## config.mk

```make
export PLATFORM = sky130hd
export DESIGN_NAME = dma_transfer_sequencer_flat
export DESIGN_NICKNAME = d
export VERILOG_FILES = /design/src/rtl/dma_transfer_sequencer_if.sv /design/src/rtl/dma_transfer_sequencer.sv /design/src/flat_wrapper.sv
export SDC_FILE = /design/constraint.sdc
export NUM_CORES = 1
export LEC_CHECK = 0
export ABC_CLOCK_PERIOD_IN_PS = 1720
export BUFFER_PORTS_ARGS = -buffer_cell sky130_fd_sc_hd__clkbuf_2
export CAP_MARGIN = 20
export CORE_AREA = 2 2 83 85
export CTS_CLUSTER_SIZE = 12
export DETAILED_ROUTE_END_ITERATION = 16
export DIE_AREA = 0 0 85 87
export GPL_TIMING_DRIVEN = 0
export PLACE_DENSITY = 0.77
export SYNTH_ARGS = -nofsm -noshare
export SYNTH_HDL_FRONTEND = slang
export SYNTH_SLANG_ARGS = --single-unit
```

## constraint.sdc

```tcl
create_clock -name clk -period 1.72 [get_ports clk]
set_input_delay 0.172 -clock clk [delete_from_list [all_inputs] [get_ports clk]]
set_output_delay 0.172 -clock clk [all_outputs]
set_load 0.01 [all_outputs]
```

## src/rtl/dma_transfer_sequencer_if.sv

```systemverilog
// dma_transfer_sequencer_if
// Bundles the request side and the register-file/memory/IO command side of
// the DMA transfer sequencer.
//   request : start, src_addr, dst_addr, count, dir, abort, io_ready
//   command : op, op_type, RegWrite, destination, next_source
//   memory  : mem_addr, mem_rd, mem_wr
//   io      : io_addr, io_rd, io_wr
//   status  : busy, done, aborted, remaining
// op_type carries the register-file "type" code (00 memory, 11 IO, 01 idle);
// the plain name is a reserved word in SystemVerilog.
// slave  : the sequencer side (drives commands/status).
// master : the requester side (drives the request signals).
interface dma_transfer_sequencer_if #(
  parameter int CNT_W = 8
) ();
  logic             start;
  logic [7:0]       src_addr;
  logic [7:0]       dst_addr;
  logic [CNT_W-1:0] count;
  logic             dir;
  logic             abort;
  logic             io_ready;

  logic [1:0]       op;
  logic [1:0]       op_type;
  logic             RegWrite;
  logic [7:0]       destination;
  logic [7:0]       next_source;
  logic [7:0]       mem_addr;
  logic             mem_rd;
  logic             mem_wr;
  logic [7:0]       io_addr;
  logic             io_rd;
  logic             io_wr;
  logic             busy;
  logic             done;
  logic             aborted;
  logic [CNT_W-1:0] remaining;

  modport slave (
    input  start, src_addr, dst_addr, count, dir, abort, io_ready,
    output op, op_type, RegWrite, destination, next_source,
           mem_addr, mem_rd, mem_wr, io_addr, io_rd, io_wr,
           busy, done, aborted, remaining
  );

  modport master (
    output start, src_addr, dst_addr, count, dir, abort, io_ready,
    input  op, op_type, RegWrite, destination, next_source,
           mem_addr, mem_rd, mem_wr, io_addr, io_rd, io_wr,
           busy, done, aborted, remaining
  );
endinterface

```

## src/rtl/dma_transfer_sequencer.sv

```systemverilog
// dma_transfer_sequencer
// Turns one block-transfer request into a stream of lw/sw command pairs for
// the register file: each word is loaded from the source into the staging
// register (LD1/LD2), stored from it to the destination (ST1/ST2), then the
// counters advance (ADV). Memory and IO strobes/addresses accompany each
// command and IO accesses wait on io_ready.
// Ports:
//   clk   : clock, rising edge
//   rst_n : asynchronous active-low reset
//   bus   : dma_transfer_sequencer_if.slave (request, command, status)
// Every output is a flop, loaded from the decode of the next state, so no
// input reaches an output combinationally.
module dma_transfer_sequencer #(
  parameter int unsigned STAGE_REG = 15,
  parameter int          CNT_W     = 8
) (
  input logic                      clk,
  input logic                      rst_n,
  dma_transfer_sequencer_if.slave  bus
);

  typedef enum logic [2:0] {IDLE, LD1, LD2, ST1, ST2, ADV, DONE} state_t;

  localparam logic [7:0] STAGE_IDX = {4'b0000, 4'(STAGE_REG)};

  state_t           state, state_next;
  logic             dir_q, dir_next;
  logic [7:0]       io_sel_q, io_sel_next;
  logic [7:0]       ptr_q, ptr_next;
  logic [CNT_W-1:0] rem_q, rem_next;
  logic             abort_take;

  logic [1:0]       op_next, type_next;
  logic             rw_next;
  logic [7:0]       dest_next, src_idx_next, mem_addr_next, io_addr_next;
  logic             mem_rd_next, mem_wr_next, io_rd_next, io_wr_next;
  logic             busy_next, done_next, aborted_next;

  always_comb begin
    state_next  = state;
    dir_next    = dir_q;
    io_sel_next = io_sel_q;
    ptr_next    = ptr_q;
    rem_next    = rem_q;
    abort_take  = 1'b0;

    case (state)
      IDLE: begin
        if (bus.start) begin
          // dir=0: memory source, IO destination; dir=1: the reverse.
          dir_next    = bus.dir;
          io_sel_next = bus.dir ? bus.src_addr : bus.dst_addr;
          ptr_next    = bus.dir ? bus.dst_addr : bus.src_addr;
          rem_next    = bus.count;
          state_next  = (bus.count != '0) ? LD1 : DONE;
        end
      end
      LD1:  if (!(dir_q && !bus.io_ready)) state_next = LD2;
      LD2:  state_next = ST1;
      ST1:  if (!(!dir_q && !bus.io_ready)) state_next = ST2;
      ST2:  state_next = ADV;
      ADV: begin
        rem_next   = rem_q - CNT_W'(1);
        ptr_next   = ptr_q + 8'd1;
        state_next = (rem_q == CNT_W'(1)) ? DONE : LD1;
      end
      DONE: state_next = IDLE;
      default: state_next = IDLE;
    endcase

    // Abort beats everything, including completion in ADV, and freezes the
    // word count so software can see how far the transfer got.
    if (bus.abort && (state != IDLE) && (state != DONE)) begin
      state_next = IDLE;
      rem_next   = rem_q;
      ptr_next   = ptr_q;
      abort_take = 1'b1;
    end

    op_next       = 2'b00;
    type_next     = 2'b01;
    rw_next       = 1'b0;
    dest_next     = 8'd0;
    src_idx_next  = 8'd0;
    mem_addr_next = 8'd0;
    io_addr_next  = 8'd0;
    mem_rd_next   = 1'b0;
    mem_wr_next   = 1'b0;
    io_rd_next    = 1'b0;
    io_wr_next    = 1'b0;
    busy_next     = 1'b0;
    done_next     = 1'b0;
    aborted_next  = abort_take;

    case (state_next)
      LD1, LD2: begin
        op_next       = 2'b01;
        rw_next       = 1'b1;
        dest_next     = STAGE_IDX;
        type_next     = dir_next ? 2'b11 : 2'b00;
        mem_rd_next   = !dir_next;
        io_rd_next    = dir_next;
        mem_addr_next = ptr_next;
        io_addr_next  = io_sel_next;
        busy_next     = 1'b1;
      end
      ST1, ST2: begin
        op_next       = 2'b00;
        src_idx_next  = STAGE_IDX;
        type_next     = dir_next ? 2'b00 : 2'b11;
        mem_wr_next   = dir_next;
        io_wr_next    = !dir_next;
        mem_addr_next = ptr_next;
        io_addr_next  = io_sel_next;
        busy_next     = 1'b1;
      end
      ADV:     busy_next = 1'b1;
      DONE:    done_next = 1'b1;
      default: begin end
    endcase
  end

  always_ff @(posedge clk or negedge rst_n) begin
    if (!rst_n) begin
      state           <= IDLE;
      dir_q           <= 1'b0;
      io_sel_q        <= 8'd0;
      ptr_q           <= 8'd0;
      rem_q           <= '0;
      bus.op          <= 2'b00;
      bus.op_type     <= 2'b01;
      bus.RegWrite    <= 1'b0;
      bus.destination <= 8'd0;
      bus.next_source <= 8'd0;
      bus.mem_addr    <= 8'd0;
      bus.io_addr     <= 8'd0;
      bus.mem_rd      <= 1'b0;
      bus.mem_wr      <= 1'b0;
      bus.io_rd       <= 1'b0;
      bus.io_wr       <= 1'b0;
      bus.busy        <= 1'b0;
      bus.done        <= 1'b0;
      bus.aborted     <= 1'b0;
      bus.remaining   <= '0;
    end else begin
      state           <= state_next;
      dir_q           <= dir_next;
      io_sel_q        <= io_sel_next;
      ptr_q           <= ptr_next;
      rem_q           <= rem_next;
      bus.op          <= op_next;
      bus.op_type     <= type_next;
      bus.RegWrite    <= rw_next;
      bus.destination <= dest_next;
      bus.next_source <= src_idx_next;
      bus.mem_addr    <= mem_addr_next;
      bus.io_addr     <= io_addr_next;
      bus.mem_rd      <= mem_rd_next;
      bus.mem_wr      <= mem_wr_next;
      bus.io_rd       <= io_rd_next;
      bus.io_wr       <= io_wr_next;
      bus.busy        <= busy_next;
      bus.done        <= done_next;
      bus.aborted     <= aborted_next;
      bus.remaining   <= rem_next;
    end
  end

endmodule

```

## src/flat_wrapper.sv

```systemverilog
// flat-port wrapper written by rule: the top's interface ports become plain ports
module dma_transfer_sequencer_flat 
#(
  parameter int unsigned STAGE_REG = 15,
  parameter int          CNT_W     = 8
)
  (clk, rst_n, bus_start, bus_src_addr, bus_dst_addr, bus_count, bus_dir, bus_abort, bus_io_ready, bus_op, bus_op_type, bus_RegWrite, bus_destination, bus_next_source, bus_mem_addr, bus_mem_rd, bus_mem_wr, bus_io_addr, bus_io_rd, bus_io_wr, bus_busy, bus_done, bus_aborted, bus_remaining);
  dma_transfer_sequencer_if #(.CNT_W(CNT_W)) bus_i ();
  input logic clk;
  input logic rst_n;
  input wire logic [$bits(bus_i.start)-1:0] bus_start;
  input wire logic [$bits(bus_i.src_addr)-1:0] bus_src_addr;
  input wire logic [$bits(bus_i.dst_addr)-1:0] bus_dst_addr;
  input wire logic [$bits(bus_i.count)-1:0] bus_count;
  input wire logic [$bits(bus_i.dir)-1:0] bus_dir;
  input wire logic [$bits(bus_i.abort)-1:0] bus_abort;
  input wire logic [$bits(bus_i.io_ready)-1:0] bus_io_ready;
  output wire logic [$bits(bus_i.op)-1:0] bus_op;
  output wire logic [$bits(bus_i.op_type)-1:0] bus_op_type;
  output wire logic [$bits(bus_i.RegWrite)-1:0] bus_RegWrite;
  output wire logic [$bits(bus_i.destination)-1:0] bus_destination;
  output wire logic [$bits(bus_i.next_source)-1:0] bus_next_source;
  output wire logic [$bits(bus_i.mem_addr)-1:0] bus_mem_addr;
  output wire logic [$bits(bus_i.mem_rd)-1:0] bus_mem_rd;
  output wire logic [$bits(bus_i.mem_wr)-1:0] bus_mem_wr;
  output wire logic [$bits(bus_i.io_addr)-1:0] bus_io_addr;
  output wire logic [$bits(bus_i.io_rd)-1:0] bus_io_rd;
  output wire logic [$bits(bus_i.io_wr)-1:0] bus_io_wr;
  output wire logic [$bits(bus_i.busy)-1:0] bus_busy;
  output wire logic [$bits(bus_i.done)-1:0] bus_done;
  output wire logic [$bits(bus_i.aborted)-1:0] bus_aborted;
  output wire logic [$bits(bus_i.remaining)-1:0] bus_remaining;
  assign bus_i.start = bus_start;
  assign bus_i.src_addr = bus_src_addr;
  assign bus_i.dst_addr = bus_dst_addr;
  assign bus_i.count = bus_count;
  assign bus_i.dir = bus_dir;
  assign bus_i.abort = bus_abort;
  assign bus_i.io_ready = bus_io_ready;
  assign bus_op = bus_i.op;
  assign bus_op_type = bus_i.op_type;
  assign bus_RegWrite = bus_i.RegWrite;
  assign bus_destination = bus_i.destination;
  assign bus_next_source = bus_i.next_source;
  assign bus_mem_addr = bus_i.mem_addr;
  assign bus_mem_rd = bus_i.mem_rd;
  assign bus_mem_wr = bus_i.mem_wr;
  assign bus_io_addr = bus_i.io_addr;
  assign bus_io_rd = bus_i.io_rd;
  assign bus_io_wr = bus_i.io_wr;
  assign bus_busy = bus_i.busy;
  assign bus_done = bus_i.done;
  assign bus_aborted = bus_i.aborted;
  assign bus_remaining = bus_i.remaining;
  dma_transfer_sequencer #(.STAGE_REG(STAGE_REG), .CNT_W(CNT_W)) u_core (.clk(clk), .rst_n(rst_n), .bus(bus_i));
endmodule
```

After elaboration in Yosys (flattened, before gate mapping):

Cells that the tools add are included.

* register bits: 63
* input port bits: 30
* logic and storage cells: 86
* output and inout bits: 52

* equality and inequality tests: 14
* bitwise gates (word level): 1
* multiplexer cells: 34
* add/subtract/negate cells: 2
* reductions and logical operators: 16

Operators by type and width (number)
* $mux W8: 9
* $pmux W8 S2: 2
* $mux W3: 6
* $pmux W3 S6: 1
* $eq A3 B3 Y1 const B: 5
* $eq A3 B2 Y1 const B: 4
* $mux W1: 11
* $add A8 B1 Y8 const B: 1
* $eq A8 B1 Y1 const B: 1
* $mux W4: 2
* $reduce_bool A8 Y1: 1
* $sub A8 B1 Y8 const B: 1
* $eq A3 B1 Y1 const B: 2
* $reduce_or A5 Y1: 1
* $logic_and A1 B1 Y1: 4
* $mux W2: 2
* $pmux W2 S2: 1
* $reduce_or A2 Y1: 2
* $reduce_or A4 Y1: 1
* $logic_not A1 Y1: 3
* $logic_not A3 Y1: 1
* $ne A3 B3 Y1 const B: 1
* $reduce_and A3 Y1: 1
* $reduce_bool A3 Y1: 1
* other kinds (3): 3

Logic depth before layout (Yosys ltp):

Gate-level depths: netlist (run 1).

* depth in word-level cells: 8
* depth in mapped cells: 8

Worst setup path before layout (run 1):

No wires, ideal clock.

* path type: register to register
* start: register, netlist name u_core.bus.remaining[2]
* end: register u_core.bus.mem_rd
* path slack: -176 ps
* clock period less this slack: 1896 ps
* stages on the path, launching flop included: 6
* arrival time: 1809 ps
* path buffers: 0
* cells stage by stage: dfrtp_1 or3_4 nor3_4 o32ai_4 or3_4 a211oi_2

RTL lines
* to (signal assigned): RTL line dma_transfer_sequencer.sv:158 `bus.mem_rd <= mem_rd_next;`
* to (decl): RTL line dma_transfer_sequencer_if.sv:43 `mem_addr, mem_rd, mem_wr, io_addr, io_rd, io_wr,`

==> out/summary.txt, run 1 <==
Status = finished with violations
Failing checks = setup timing
Final Max Slew Viols = 0
Die X = 85 um
Total number of vias = 2632
Pwr Density = 1890 nW/um2
Setup Slack @ Placement = -0.379 ns
Clock root cell = clkbuf_8
Top post-synthesis cells by area = dfrtp_1, mux2i_1, buf_4, a21oi_1, o21ai_0
WS Path Type = reg2reg
Post-synth ARST share = 1.00
Highest clock rate = 517 MHz
Clk_lat worst skew = 0.32 ns
Vias in the first global route = 2445
Setup tns final = -3.17 ns
WP buf/inv = 1
Post-layout power = 7.81 mW
Placed insts = 450
Mapped cell area = 2990 um2
Period utilization = 1.12
Post-detail-place hpwl = 4.93 mm
Die Span Y = 87 um
CTS tree = done
RSZ-0062 raised after global routing = true
Largest net degree at the start of global routing = 35
Leakage Power = 1.98 nW
CTS max path bufs = 2
Post-DR vias/cell = 5.37
Worst Hold Class = in2reg
FF+latch count, synth = 55
Final ANT Viol Nets = 0
N_diodes = 0
Met2 wire length = 3.92 mm
Total of warnings raised by yosys = 0
Slowest CP cell = dfrtp_1
GRT Residual Overflow = 0
Core ar. = 6570 um2
Wl on met1 = 3.34 mm
Max Cap Viol = 0
Yosys cell types = 60
Leading register cell type out of synthesis = dfrtp_1
Final Non-Filler Cells = 490
H-tree Lvls = 2
Clock Sinks = 55
Worst rel slew slack = 0.522
Drt drc = 0
Clock Pin Slew Worst Setup and Hold Paths = 0.10 ns
Routed wire length = 7.79 mm
Crit Path Max Fanout = 4
Register area share after synthesis = 0.461
Share of the synthesized area in the top cell type = 0.452
Endpoint type of the worst setup path = flip-flop
Final worst slack = -0.214 ns
Aggregate global-route resource usage = 0.199
Initial antenna violation count = 0
Final design utilization = 0.629
Area grow syn2layout = 38.1%
Tmin final = 1.93 ns
Final Hold Vio Count = 0
Top Family by Delay on Critical Path = simple AND/OR/NAND/NOR gates
Crit path cell chain = or3_4, nor3_4, o32ai_4, buf_4, or3_4, a211oi_2
Avg Cell Area, Syn = 10.3 um2
Die ar. = 7400 um2
Layout Nets = 442
DR top layer = met4
First-pass GRT wire length = 11.8 mm
# IOs = 82
Endpoints failing setup = 29
Drt wl/cell = 15.9 um
DR iter-0 viols = 118
GP Congestion = 0.856
# rows = 30
CTS Buf Count = 5
Share of layout cells above drive strength 1 = 0.478
Slew @ Worst Pin = 0.717 ns
Clk_skew = 0.0146 ns
Port bufs = 71
Nature of the critical path startpoint = flip-flop
Drt pass-1 iters = 4
Slowest cell delay on critical path = 0.44 ns
Dominant cell type by count on the critical path = or3_4
Met3 wire length = 407 um
Leading area contributor after synthesis = dfrtp_1
Worst vdd ir = 0.951 mV
WP data required = 1.96 ns
Number of synthesized flops with an enable pin = 0
Worst EP arrival = 2.17 ns
Initial Utilization = 0.455
Synthesized instance count = 290
==> Yosys cell counts, types with 2 or more instances <==
master,count
a21o_1,2
nor2b_1,11
or4_1,2
a2bb2oi_1,2
o211ai_1,2
a22oi_1,3
nor3_1,7
o32a_1,2
buf_4,17
buf_2,6
o21ai_0,22
nor2_1,29
nand3b_1,3
a211oi_2,8
mux2i_1,17
nand2b_1,2
inv_1,5
a32oi_1,2
o31a_1,2
buf_1,2
or3_4,2
a21oi_1,25
mux2_2,2
or2_2,2
a22o_1,2
dfrtp_1,54
and2_1,2
o32ai_1,2
ha_1,3
nand3_1,5
buf_6,3
nand2_1,10
clkbuf_1,5
==> registers in the layout, summed over array words and instances (netlist names) <==
| register | count |
|---|---|
| u_core.bus.mem_rd | 1 |
| u_core.bus.done | 1 |
| u_core.bus.busy | 1 |
| u_core.bus.mem_addr | 8 |
| u_core.bus.aborted | 1 |
| u_core.io_sel_q | 8 |
| u_core.bus.next_source | 1 |
| u_core.bus.mem_wr | 1 |
| u_core.bus.io_rd | 1 |
| u_core.bus.destination | 1 |
| u_core.ptr_q | 8 |
| u_core.bus.io_addr | 8 |
| u_core.bus.op_type | 2 |
| u_core.bus.remaining | 8 |
| u_core.dir_q | 1 |
| u_core.bus.io_wr | 1 |
| u_core.state | 3 |
==> what timing repair did <==
item                                    4_1_cts  5_1_grt
endpoints found under the setup margin       45       48
setup buffers                                22        9
gates cloned                                  1        1
gates resized for setup                      26       61
hold buffers                                  1        0
endpoints found under the hold margin        21        0
pin swaps                                    12       15
==> cell families (layout without fill, tap and decap cells) <==
kind of cell	after synthesis	after routing	share of synthesized area
buffers and inverters	38	150	0.0791
multiplexers	20	20	0.0695
adder cells (fa/ha/maj)	3	3	0.0126
other	1	9	0.00125
AND/OR/NAND/NOR	88	88	0.172
XOR/XNOR	1	1	0.00293
flip-flops	55	55	0.461
AO/OA/AOI/OAI	84	84	0.202
==> per-stage QoR <==
stage	hold slack [ns]	instance area, um2
6_report	0.0793	4130
2_1_floorplan	-0.124	3030
4_1_cts	0.0945	3900
5_1_grt	0.101	4130
3_3_place_gp	0.414	3490
3_5_place_dp	0.192	3510
==> metal layers <==
metal | vias up | GRT usage
li1 | 1263 | -
met1 | 1272 | 0.265
met2 | 84 | 0.337
met3 | 13 | 0.0275
met4 | 0 | 0.0606
met5 | - | 0
==> final timing paths <==
check | startpoint | endpoint | slack [ns] | depth (start not counted)
worst min register to register | u_core.io_sel_q[7] | u_core.io_sel_q[7] | 0.52 | 2
worst max register to register | u_core.bus.remaining[7] | u_core.bus.mem_rd | -0.21 | 6
worst min-delay path | bus_count[0] | u_core.bus.remaining[0] | 0.08 | 3
max in group asynchronous | rst_n | u_core.bus.op_type[0] | 0.68 | 3
worst max-delay path | u_core.bus.remaining[7] | u_core.bus.mem_rd | -0.21 | 6
min in group asynchronous | rst_n | u_core.bus.mem_addr[2] | 0.39 | 2
==> tightest hold or removal path, stage by stage <==
cell	delay, ns
clkbuf_2	0.09
nand2_1	0.05
o21ai_1	0.05
==> cells in the final DEF (no fill, tap or decap), types with 4 or more instances in the layout <==
cell type and instances:
o21ai_1 16, a21oi_1 20, buf_4 45, nor3_1 7, conb_1 9, mux2i_1 17, nand3_1 5, inv_1 5
buf_6 12, o21ai_0 4, nor2b_1 6, a21oi_2 4, clkbuf_8 5, a211oi_2 8, nor2_1 27, nand2_1 10
dfrtp_1 51, clkbuf_2 72
==> report_power, final <==
group	internal, mW	switching, mW	total [mW]
clock network	0.439	0.462	0.901
registers	1.86	0.336	2.20
logic	2.28	2.44	4.71
==> area by class of cell <==
| type | instances | area, um2 |
|---|---|---|
| Clock buffer | 5 | 68.8 |
| Buffer | 31 | 251 |
| Fill cell | 539 | 2440 |
| Sequential cell | 55 | 1380 |
| Tap cell | 80 | 100 |
| Clock inverter | 3 | 46.3 |
| Inverter | 5 | 18.8 |
| Multi-Input combinational cell | 205 | 1580 |
| Timing Repair Buffer | 106 | 681 |
(Power assumes the default switching activity.)
==> run 2: changes to the inputs <==
==> constraint.sdc (replaced) <==
create_clock -name clk -period 1.72 [get_ports clk]
set_input_delay 0.344 -clock clk [delete_from_list [all_inputs] [get_ports clk]]
set_output_delay 0.344 -clock clk [all_outputs]
set_load 0.01 [all_outputs]
==> out/summary.txt, run 2 (synthesized netlist as in run 1, its figures left out) <==
Status = finished with violations
Failing checks = setup timing
H-tree Lvls = 2 (unchanged)
Most frequent cells in the layout = clkbuf_2, dfrtp_1, buf_4
N_diodes = 0 (unchanged)
Sw Pwr = 3.24 mW (+0.16%)
Area grow syn2layout = 37.8%
Hold buffer count at cts = 0 (-1)
Final worst slack = -0.215 ns (-0.000840 ns)
Aggregate global-route resource usage = 0.198 (-0.000405)
Clock root cell = clkbuf_8
Internal power = 4.58 mW (about the same)
Largest net degree at the start of global routing = 35 (unchanged)
Die X = 85 um (unchanged)
Worst EP arrival = 2.17 ns (about the same)
Worst r2r path cells = 6 (unchanged)
Pwr Density = 1900 nW/um2 (+0.29%)
Worst vdd ir = 0.952 mV (+0.14%)
Placed insts = 450 (unchanged)
Tmin final = 1.94 ns (+0.000840 ns)
Setup tns final = -3.15 ns (+0.0230 ns)
Drt pass-1 iters = 4 (unchanged)
Highest clock rate = 517 MHz (about the same)
Endpoint type of the worst setup path = flip-flop
Final Max Slew Viols = 0 (unchanged)
Initial Utilization = 0.455 (unchanged)
FF-to-FF setup slack = -0.22 ns (about the same)
Clock Sinks = 55 (unchanged)
Core ar. = 6570 um2 (unchanged)
Slew @ Worst Pin = 0.715 ns (-0.00255 ns)
DR iter-0 viols = 127 (+7.6%)
Leakage Power = 1.98 nW (-0.21%)
# IOs = 82 (unchanged)
DR top layer = met4
Most common cell after layout, fill and taps aside = clkbuf_2
CP startpoint = u_core.bus.remaining[7]
Clock Pin Slew Worst Setup and Hold Paths = 0.10 ns (about the same)
Drt wl/cell = 15.9 um (-0.16%)
Wl on met1 = 3.39 mm (+1.6%)
RSZ-0062 raised after global routing = true
Routed wire length = 7.76 mm (-0.36%)
Layout Nets = 441 (-0.23%)
Flop pwr share = 0.281 (about the same)
Vias in the first global route = 2439 (-0.25%)
# rows = 30 (unchanged)
Met2 wire length = 3.89 mm (-0.64%)
Clk_lat worst skew = 0.32 ns (about the same)
Clk_skew = 0.0137 ns (-0.000859 ns)
Final ANT Viol Nets = 0 (unchanged)
Final Hold Vio Count = 0 (unchanged)
Worst rel slew slack = 0.524 (+0.00170)
Nature of the critical path startpoint = flip-flop
Worst Hold Class = in2async
Drt drc = 0 (unchanged)
Max Cap Viol = 0 (unchanged)
CTS tree = done
GP Congestion = 0.856 (unchanged)
Die Span Y = 87 um (unchanged)
Endpoints failing setup = 29 (unchanged)
Share of layout cells above drive strength 1 = 0.479 (+0.00117)
Port bufs = 71 (unchanged)
Die ar. = 7400 um2 (unchanged)
Reg2reg start = u_core.bus.remaining[7]
CTS Buf Count = 5 (unchanged)
First-pass GRT wire length = 11.8 mm (-0.18%)
Sw frac = 0.415 (+0.000460)
Met3 wire length = 352 um (-14%)
CTS max path bufs = 2 (unchanged)
Post-DR vias/cell = 5.36 (-0.14%)
Post-detail-place hpwl = 4.93 mm (unchanged)
Final Non-Filler Cells = 489 (-0.20%)
WS Path Type = reg2reg
WP data required = 1.96 ns (about the same)
Reg2reg end = u_core.bus.mem_rd
Total number of vias = 2623 (-0.34%)
Logic pwr share = 0.603 (about the same)
Period utilization = 1.13 (about the same)
Crit Path Max Fanout = 4 (unchanged)
Clk pwr share = 0.116 (about the same)
Initial antenna violation count = 0 (unchanged)
GRT Residual Overflow = 0 (unchanged)
==> run 2: cell count changes in the layout (fill, tap and decap cells not counted) <==
| cell | change |
|---|---|
| dlygate4sd3_1 | -1 |
==> run 2: power groups by stage <==
stage | clock network [mW] | logic (mW) | registers (mW)
5_1_grt | 0.957 | 5.06 | 2.26
3_3_place_gp | 0 | 3.29 | 2.22
2_1_floorplan | 0 | 2.29 | 2.34
6_report | 0.904 | 4.71 | 2.20
3_5_place_dp | 0 | 3.38 | 2.24
4_1_cts | 0.903 | 4.10 | 2.20
==> run 2: cell type report <==
class / count / area [um2]
well taps: 80 / 100
plain buffers: 31 / 251
fillers: 538 / 2450
clock buffers: 5 / 68.8
repair buffers: 105 / 671
flip-flops and latches: 55 / 1380
multi-input cells: 205 / 1580
inverters: 5 / 18.8
clock inverters: 3 / 46.3
==> run 2: timing repair <==
action,CTS,global route
setup endpoints to repair,45,48
pin swaps,12,15
setup buffers,22,9
resized for setup,26,61
cloned,1,1
==> run 2: critical path, cell delays in order (launching register included) <==
cell,delay [ns]
dfrtp_1,0.44
or3_4,0.36
nor3_4,0.25
o32ai_4,0.13
buf_4,0.16
or3_4,0.34
a211oi_2,0.18
==> run 2: per-stage QoR <==
| step | util | cell area (um2) | setup slack (ns) | power, mW | hold slack, ns |
|---|---|---|---|---|---|
| after floorplan | - | 3030 | -0.134 | 4.63 | 0.0484 |
| after global placement | 0.531 | 3490 | -0.332 | 5.51 | 0.463 |
| after detailed placement | 0.534 | 3510 | -0.379 | 5.62 | 0.364 |
| after CTS | 0.593 | 3890 | -0.239 | 7.20 | 0.0184 |
| after global routing | 0.627 | 4120 | -0.275 | 8.28 | 0.0467 |
| final | 0.627 | 4120 | -0.215 | 7.82 | 0.00148 |
==> run 2: worst max path at each step <==
stage                                 end  slack, ns  cells after the start
global placement    u_core.bus.io_addr[3]      -0.33                      7
floorplan           u_core.bus.io_addr[0]      -0.13                      7
finish                  u_core.bus.mem_rd      -0.22                      6
CTS                     u_core.bus.mem_rd      -0.24                      6
global route            u_core.bus.mem_rd      -0.28                      6
detailed placement  u_core.bus.io_addr[3]      -0.38                      7
==> run 2: routing by layer <==
metal,vias up,GRT usage
met2,79,0.336
met4,0,0.0606
met3,13,0.0275
met5,-,0
met1,1270,0.265
li1,1261,-
==> run 3: changes to the inputs <==
ABC_CLOCK_PERIOD_IN_PS = 2370   (was 1720)
CAP_MARGIN = not set   (was 20)
CORE_AREA = 2 2 75 77   (was 2 2 83 85)
CTS_BUF_LIST = sky130_fd_sc_hd__clkbuf_8   (was not set)
DIE_AREA = 0 0 77 79   (was 0 0 85 87)
PLACE_DENSITY = 0.88   (was 0.77)
clock period = 2.37 ns   (was 1.72 ns; I/O delays follow)
==> out/summary.txt, run 3 (synthesized netlist as in run 1, its figures left out) <==
Drt wl/cell = 14.3 um (-9.7%)
Final ANT Viol Nets = 0 (unchanged)
Drt pass-1 iters = 4 (unchanged)
Hold_ws = 0.213 ns (+0.212 ns)
Finished Cell Area = 3610 um2 (-12%)
Worst vdd ir = 0.719 mV (-24%)
Clock root cell = clkbuf_8
GP Congestion = 0.948 (+11%)
Clk_lat worst skew = 0.31 ns (about the same)
Final Max Slew Viols = 0 (unchanged)
Worst rel slew slack = 0.448 (-0.0756)
Max Cap Viol = 0 (unchanged)
Final Hold Vio Count = 0 (unchanged)
Total number of vias = 2474 (-5.7%)
DR iter-0 viols = 171 (+35%)
Post-detail-place hpwl = 4.55 mm (-7.6%)
Initial Utilization = 0.560 (+0.105)
Endpoint type of the worst setup path = flip-flop
Die ar. = 6080 um2 (-18%)
Drt drc = 0 (unchanged)
First-pass GRT wire length = 10.8 mm (-8.4%)
Core ar. = 5340 um2 (-19%)
Initial antenna violation count = 0 (unchanged)
Slew @ Worst Pin = 0.825 ns (+0.111 ns)
Worst EP arrival = 2.30 ns (+0.13 ns)
Nature of the critical path startpoint = flip-flop
Setup tns final = 0 ns (+3.15 ns)
GRT Residual Overflow = 0 (unchanged)
Routed wire length = 6.44 mm (-17%)
Clock Pin Slew Worst Setup and Hold Paths = 0.09 ns (about the same)
Clock Sinks = 55 (unchanged)
N_diodes = 0 (unchanged)
CTS max path bufs = 2 (unchanged)
WP data required = 2.58 ns (+0.62 ns)
Vias in the first global route = 2314 (-5.1%)
Most frequent cells in the layout = clkbuf_2, dfrtp_1, nor2_1
Setup Slack @ Placement = 0.197 ns (+0.576 ns)
# IOs = 82 (unchanged)
Port bufs = 71 (unchanged)
# rows = 27 (-10%)
Tmin final = 2.10 ns (+0.160 ns)
FF-to-FF setup slack = 0.27 ns (+0.49 ns)
Most common cell after layout, fill and taps aside = clkbuf_2
Highest clock rate = 477 MHz (-7.6%)
Leakage Power = 1.75 nW (-11%)
Clk_skew = 0.00412 ns (-0.00959 ns)
Final worst slack = 0.275 ns (+0.490 ns)
WS Path Type = reg2reg
Crit Path Max Fanout = 7 (+3)
Aggregate global-route resource usage = 0.222 (+0.0242)
Period utilization = 0.884 (-0.241)
Instance area after placement = 3460 um2 (-1.3%)
Crit path cell chain = buf_2, or3b_1, a21oi_1, o21ai_0, a221o_1, nor2b_1
Layout Nets = 409 (-7.3%)
Pwr Density = 1300 nW/um2 (-32%)
Worst Hold Class = in2async
Largest net degree at the start of global routing = 56 (+60%)
Area grow syn2layout = 20.6%
CTS Buf Count = 5 (unchanged)
H-tree Lvls = 2 (unchanged)
Placed insts = 441 (-2.0%)
Slowest CP cell = a21oi_1
RSZ-0062 raised after global routing = false
Die X = 77 um (-9.4%)
Die Span Y = 79 um (-9.2%)
Slowest cell delay on critical path = 0.42 ns (-0.02 ns)
Endpoints failing setup = 0 (-100%)
Share of layout cells above drive strength 1 = 0.342 (-0.137)
CTS tree = done
Status = completed
Post-DR vias/cell = 5.51 (+2.7%)
Final Non-Filler Cells = 449 (-8.2%)
Postcts setup bufs = 0 (-100%)
run 3: changes by cell type in the layout (fill, tap and decap cells not counted), sizes merged:
cell      delta
buf         -34
clkbuf       +3
clkinv       +1
clkinvlp     -1
inv          -1
run 3: area by class of cell:
cell class | count | area, um2
inverter | 5 | 18.8
buffer | 32 | 214
tap | 72 | 90.1
sequential | 55 | 1380
timing repair buffer | 72 | 383
clock inverter | 2 | 35.0
clock buffer | 6 | 82.6
fill | 439 | 1730
multi-input combinational | 205 | 1410
run 3: final timing paths:
check                              startpoint                       to  cells past startpoint
max reg2reg                   u_core.state[0]   u_core.bus.mem_addr[4]                      6
min reg2reg                u_core.io_sel_q[7]       u_core.io_sel_q[7]                      2
min                                     rst_n    u_core.bus.io_addr[2]                      1
max in group asynchronous               rst_n         u_core.bus.io_rd                      2
min in group clk                 bus_count[0]  u_core.bus.remaining[0]                      3
max                           u_core.state[0]   u_core.bus.mem_addr[4]                      6
run 3: routing by layer:
metal	global-route usage	vias up	wire length, um	part of all wire
met3	0.0420	13	366	0.057
li1	-	1198	-	-
met4	0.0786	0	135	0.021
met1	0.305	1163	2880	0.45
met2	0.357	100	3060	0.48
met5	0	-	0	0
run 3: metrics by stage:
stage	total power [mW]	utilization
final	4.67	0.676
after global routing	5.03	0.676
after CTS	4.67	0.671
after detailed placement	4.02	0.649
after global placement	3.95	0.649
after floorplan	3.33	-
run 3: timing repair:
action                     in CTS  in global routing
hold buffers                    0                  0
setup endpoints to repair       0                  1
gates resized for setup         0                  0
run 3: power by group:
part / switching (mW) / internal [mW] / total (mW)
registers: 0.262 / 1.35 / 1.61
clock network: 0.297 / 0.342 / 0.639
logic: 1.39 / 1.04 / 2.43
total: 1.95 / 2.73 / 4.67
run 3: critical path: cells and delay by family (launching register included):
kind | cells | cell delay, ns
buf+inv | 1 | 0.17
compound gates | 3 | 0.93
flops | 1 | 0.37
simple gates | 2 | 0.52
